`src/rtl/trng_word_collector.sv`:
```
// rtl/trng_word_collector.sv - TRNG raw-bit collector: RCT health test, warm-up discard, word packer, FWFT FIFO.
// Optional von Neumann debiasing between RCT and packer when VN_DEBIAS_EN is defined.
module trng_word_collector #(
   parameter int WORD_W      = 32,
   parameter int FIFO_DEPTH  = 4,
   parameter int RCT_CUTOFF  = 32,
   parameter int WARMUP_BITS = 64
) (
   input  logic              clk,
   input  logic              rst,
   input  logic              i_valid,
   input  logic              i_bit,
   output logic [WORD_W-1:0] o_data,
   output logic              o_data_valid,
   input  logic              i_data_ready,
   output logic              o_health_fail,
   input  logic              i_clear_fail,
   output logic              o_overflow
);

   localparam int RUN_W  = $clog2(RCT_CUTOFF + 1);
   localparam int WARM_W = $clog2(WARMUP_BITS + 1);
   localparam int BIT_W  = $clog2(WORD_W);
   localparam int PTR_W  = $clog2(FIFO_DEPTH);
   localparam int CNT_W  = $clog2(FIFO_DEPTH + 1);

   localparam logic [RUN_W-1:0]  RUN_MAX   = RUN_W'(RCT_CUTOFF);
   localparam logic [WARM_W-1:0] WARM_LAST = WARM_W'(WARMUP_BITS - 1);
   localparam logic [BIT_W-1:0]  BIT_LAST  = BIT_W'(WORD_W - 1);
   localparam logic [CNT_W-1:0]  FIFO_FULL = CNT_W'(FIFO_DEPTH);

   typedef enum logic [1:0] {ST_WARMUP, ST_COLLECT, ST_FAIL} state_t;

   state_t             state_q;
   logic [RUN_W-1:0]   run_q, run_d;
   logic               last_q;
   logic [WARM_W-1:0]  warm_q;
   logic [WORD_W-1:0]  shift_q, shift_d;
   logic [BIT_W-1:0]   bitcnt_q;
   logic               overflow_q;

   logic [WORD_W-1:0]  mem_q [FIFO_DEPTH];
   logic [PTR_W-1:0]   rd_q, wr_q;
   logic [CNT_W-1:0]   cnt_q;

   logic accept, rct_fail, collect_acc, pk_valid, pk_bit, push_d;
   logic fifo_empty, fifo_full, pop, push_ok;

`ifdef VN_DEBIAS_EN
   logic phase_q, first_q;
`endif

   assign accept = i_valid && (state_q != ST_FAIL);

   // run_q == 0 marks "no bit seen since reset/clear", so the first bit always starts a fresh run.
   always_comb begin
      run_d = run_q;
      if (accept) begin
         if ((run_q != '0) && (i_bit == last_q)) run_d = run_q + RUN_W'(1);
         else                                    run_d = RUN_W'(1);
      end
   end

   assign rct_fail    = accept && (run_d == RUN_MAX);
   assign collect_acc = accept && (state_q == ST_COLLECT) && !rct_fail;

`ifdef VN_DEBIAS_EN
   assign pk_valid = collect_acc && phase_q && (first_q != i_bit);
   assign pk_bit   = first_q;
`else
   assign pk_valid = collect_acc;
   assign pk_bit   = i_bit;
`endif

   assign shift_d = {shift_q[WORD_W-2:0], pk_bit};
   assign push_d  = pk_valid && (bitcnt_q == BIT_LAST);

   always_ff @(posedge clk or posedge rst) begin
      if (rst) begin
         state_q  <= ST_WARMUP;
         run_q    <= '0;
         last_q   <= 1'b0;
         warm_q   <= '0;
         shift_q  <= '0;
         bitcnt_q <= '0;
`ifdef VN_DEBIAS_EN
         phase_q  <= 1'b0;
         first_q  <= 1'b0;
`endif
      end else begin
         run_q <= run_d;
         if (accept) last_q <= i_bit;
         case (state_q)
            ST_WARMUP: begin
               if (rct_fail) begin
                  state_q  <= ST_FAIL;
                  shift_q  <= '0;
                  bitcnt_q <= '0;
               end else if (accept) begin
                  if (warm_q == WARM_LAST) begin
                     state_q <= ST_COLLECT;
`ifdef VN_DEBIAS_EN
                     phase_q <= 1'b0;
`endif
                  end else begin
                     warm_q <= warm_q + WARM_W'(1);
                  end
               end
            end
            ST_COLLECT: begin
               if (rct_fail) begin
                  state_q  <= ST_FAIL;
                  shift_q  <= '0;
                  bitcnt_q <= '0;
`ifdef VN_DEBIAS_EN
                  phase_q  <= 1'b0;
`endif
               end else begin
`ifdef VN_DEBIAS_EN
                  if (collect_acc) begin
                     phase_q <= ~phase_q;
                     first_q <= i_bit;
                  end
`endif
                  if (pk_valid) begin
                     shift_q  <= shift_d;
                     bitcnt_q <= push_d ? '0 : bitcnt_q + BIT_W'(1);
                  end
               end
            end
            ST_FAIL: begin
               if (i_clear_fail) begin
                  state_q <= ST_WARMUP;
                  run_q   <= '0;
                  last_q  <= 1'b0;
                  warm_q  <= '0;
               end
            end
            default: state_q <= ST_WARMUP;
         endcase
      end
   end

   assign fifo_empty = (cnt_q == '0);
   assign fifo_full  = (cnt_q == FIFO_FULL);
   assign pop        = !fifo_empty && i_data_ready;
   // A pop in the same cycle frees the slot, so a push into a full FIFO is only dropped without one.
   assign push_ok    = push_d && (!fifo_full || pop);

   always_ff @(posedge clk) begin
      if (push_ok) mem_q[wr_q] <= shift_d;
   end

   always_ff @(posedge clk or posedge rst) begin
      if (rst) begin
         rd_q       <= '0;
         wr_q       <= '0;
         cnt_q      <= '0;
         overflow_q <= 1'b0;
      end else begin
         if (push_ok) wr_q <= wr_q + PTR_W'(1);
         if (pop)     rd_q <= rd_q + PTR_W'(1);
         if (push_ok && !pop)      cnt_q <= cnt_q + CNT_W'(1);
         else if (pop && !push_ok) cnt_q <= cnt_q - CNT_W'(1);
         if (push_d && !push_ok) overflow_q <= 1'b1;
      end
   end

   assign o_data        = fifo_empty ? '0 : mem_q[rd_q];
   assign o_data_valid  = !fifo_empty;
   assign o_health_fail = (state_q == ST_FAIL);
   assign o_overflow    = overflow_q;

endmodule

```
`config.mk`:
```
export PLATFORM = sky130hd
export DESIGN_NAME = trng_word_collector
export DESIGN_NICKNAME = d
export VERILOG_FILES = /design/src/rtl/trng_word_collector.sv
export SDC_FILE = /design/constraint.sdc
export NUM_CORES = 1
export LEC_CHECK = 0
export CORE_MARGIN = 5
export CORE_UTILIZATION = 25
export CTS_CLUSTER_DIAMETER = 200
export DETAILED_ROUTE_END_ITERATION = 12
export DONT_BUFFER_PORTS = 1
export PLACE_DENSITY = 0.48
export SYNTH_ARGS = -nofsm -noshare
export SYNTH_HDL_FRONTEND = slang
export SYNTH_SLANG_ARGS = --single-unit
```
`constraint.sdc`:
```
create_clock -name clk -period 3.85 [get_ports clk]
set_clock_uncertainty 0.1 [all_clocks]
set_input_delay 0.385 -clock clk [delete_from_list [all_inputs] [get_ports clk]]
set_output_delay 0.385 -clock clk [all_outputs]
set_load 0.02 [all_outputs]
```
==> impl_results.md <==
- DR DRC count: 0
- Yosys warns: 0
- Routability cong.: 0.724
- Vias in the first global route: between 4,000 and 5,000
- Final WS setup: a little under 0.5 ns
- Crit path cell chain: inv_1 -> ha_1 -> or4b_1 -> o21ai_1 -> or4_4 -> o31a_1 -> and3_1 -> and2_1 -> buf_4
- Slew of the pin with the lowest slew margin: ~1 ns
- Sequential cell area fraction in the yosys report: approximately 70%
- Die area: 34,000 um^2
- Final period util: between 80% and 90%
- Worst EP required: roughly 3.8 ns
- Port Buffers: 0
- First-pass GRT wire length: 24,100 um
- Grt ovf: 0
- Worst setup EP type: flop
- Filler cell count: between 2,000 and 3,000
- Routed wire length: 15,200 um
- Post-synthesis async set-or-reset flop share: 31.9%
- Antenna violations before repair: 0
- CP Data Arrival Time: 3.34 ns
- Antenna viol nets, final: 0
- Max Freq: slightly below 300 MHz
- Clock tree root driver cell: clkbuf_16
- Cell family with most CP delay: simple AND/OR/NAND/NOR gates
- Row count: between 60 and 70
- CP max FO: 25
- Diodes inserted: 0
- Yosys reg bits: ~190
- Hold_ws: roughly 0.042 ns
- Final cell utilization of the core: 29.3%
- Nets: around 470
- Max incr delay on CP: 0.44 ns
- CTS Buffer Depth: 2
- Total GRT Usage: 9.32%
- CTS tree: yes
- P per Cell Area: 491 nW/um^2
- Max VDD drop: between 200 and 250 uV
- Area Overhead vs Synth: 15.1%
- Post-synth top flop: edfxtp_1
- Worst setup path category: flop to flop
- Die height: between 150 and 200 um
- RSZ-0062 raised after global routing: false
- Post-Syn Instances: ~440
- Vias/cell: ~4.4
- Pin count of the biggest net entering global routing: 42
- Minimum clock period: roughly 3.4 ns
- CTS sink cnt: about 190
- Max_cap viols: 0
- Hold violation total from the final report: 0
- Fraction of layout cells with a size suffix above 1: around a fifth
- CTS clk-pin slew, worst paths: 0.07 ns
- Wire per inst: 17.8 um
- Pre-CTS setup slack: between 0.4 and 0.5 ns
- Pre-antenna DRT Iters: 4
- Number of flops mapped to enable cells by yosys: roughly 130
- Initial drt markers: about 230
- CP Buf/Inv Count: 2
- Slowest-stage cell, CP: buf_4
- Final setup viols: 0
- Initial core utilization: approximately 25%
- Cell variety after synth: between 50 and 60
- Via count: around 3,800
- I/O pin total: just over 40
- Core area: ~30,000 um^2
- Synthesized Nets: 455
- Clock buffer count from CTS: 17
- DP HPWL: around 9300 um
- Pins Over Slew Limit: 0
- Final setup TNS: 0 ns
- Max H-tree Level: 4
- Hold WC Path Type: primary input to flop
- Skew-Pair Late Insertion Delay: 0.43 ns
- Cell area after synthesis: around 7600 um^2
- Static Leak: roughly 3.3 nW
- Status: completed
- Avg Cell Area, Syn: around 17 um^2
- Die W: approximately 180 um
- Relative slew slack: between 30% and 40%
- Pwr Total: about 4.3 mW
- Startpoint type of the worst setup path: flop
==> per-layer routing <==
metal / up-vias / wire length, um / global-route usage (%)
met3: 12 / 849 / 3.04
met1: 1945 / 6520 / 11.8
li1: 1730 / - / -
met5: - / 0 / 0
met2: 83 / 7660 / 15.4
met4: 0 / 146 / 2.48
==> cells in the final DEF, fill, tap and decap left out, drive strengths merged, types with 3 or more instances in the layout <==
cell type,count
a22o,34
clkinv,6
ha,10
or4b,3
a21oi,3
and2,38
mux4,32
bufinv,3
nand3,12
o311a,3
buf,11
xor2,5
edfxtp,128
nand2,11
inv,19
clkbuf,17
nand4,6
dfrtp,60
o21ai,4
dlygate4sd3,4
and3,5
mux2,3
xnor2,10
nor2,10
==> path summary, 6_finish.rpt <==
path	start	endpoint	slack (ns)	cells past startpoint
max in group asynchronous	rst	rd_q[0]	2.25	3
worst min-delay path	i_data_ready	rd_q[1]	0.04	2
worst max register to register	run_q[0]	mem_q[3][28]	0.49	9
worst min register to register	cnt_q[2]	cnt_q[2]	0.38	1
min in group asynchronous	rst	run_q[3]	0.53	2
worst max-delay path	run_q[0]	mem_q[3][28]	0.49	9
==> cell usage after synthesis, drive strengths merged, types with 4 or more instances <==
cell type  instances  area [um^2]
o21ai              4         20.0
mux4              32          721
ha                10          125
nand3             12         65.1
nor2              10         37.5
and3               5         31.3
and2              38          238
dfrtp             60         1500
edfxtp           128         3840
buf               11         77.6
nand2             11         41.3
clkbuf            12         46.3
a22o              34          298
inv               13         48.8
xor2               5         43.8
nand4              6         37.5
xnor2             10         87.6
==> registers in the layout, indices dropped and copies added, names as in the netlist, 2 cells and up <==
name and count:
mem_q 128, shift_q 31, warm_q 7, run_q 6, bitcnt_q 5, cnt_q 3
rd_q 2, state_q 2, wr_q 2
==> repair_timing <==
action,in CTS,in global routing
endpoints found under the hold margin,32,0
gates resized for setup,0,0
buffers inserted,0,0
hold buffers,4,0
==> cell type report <==
| class | count | area, um^2 | area share, % |
|---|---|---|---|
| multi-input cells | 214 | 2090 | 23.9 |
| clock inverters | 15 | 224 | 2.56 |
| inverters | 13 | 48.8 | 0.557 |
| flip-flops and latches | 188 | 5350 | 61.0 |
| clock buffers | 17 | 425 | 4.86 |
| repair buffers | 15 | 135 | 1.54 |
| well taps | 390 | 488 | 5.57 |
==> worst register-to-register path, delay by kind of cell (launching register included) <==
| family | cells | cell delay [ns] |
|---|---|---|
| adder cells (fa/ha/maj) | 1 | 0.14 |
| buffers and inverters | 2 | 0.54 |
| AND/OR/NAND/NOR | 4 | 1.36 |
| AO/OA/AOI/OAI | 2 | 0.42 |
| flip-flops | 1 | 0.43 |
==> report_power, final <==
| part | internal, mW | switching (mW) | total [mW] |
|---|---|---|---|
| sequential | 2.18 | 0.0598 | 2.24 |
| clock | 1.06 | 0.823 | 1.88 |
| combinational | 0.0699 | 0.101 | 0.171 |
==> through the flow <==
step                instance area, um^2  std cells
finish                             8760        852
floorplan                          7610        438
detailed placement                 8070        816
global route                       8760        852
global placement                   8070        816
CTS                                8760        852
==> logic make-up (layout without fill, tap and decap cells) <==
logic type                 after synthesis  count (layout)  share of synthesized area (%)
muxes                                   37              37                           10.2
DFF                                    188             188                           70.3
adders and majority gates               11              11                           1.91
xor gates and xnor gates                15              15                           1.73
AOI/OAI and AO/OA                       56              56                           6.30
buffers and inverters                   36              60                           2.27
and+or+nand+nor                         95              95                           7.32
(Power assumes the default switching activity.)
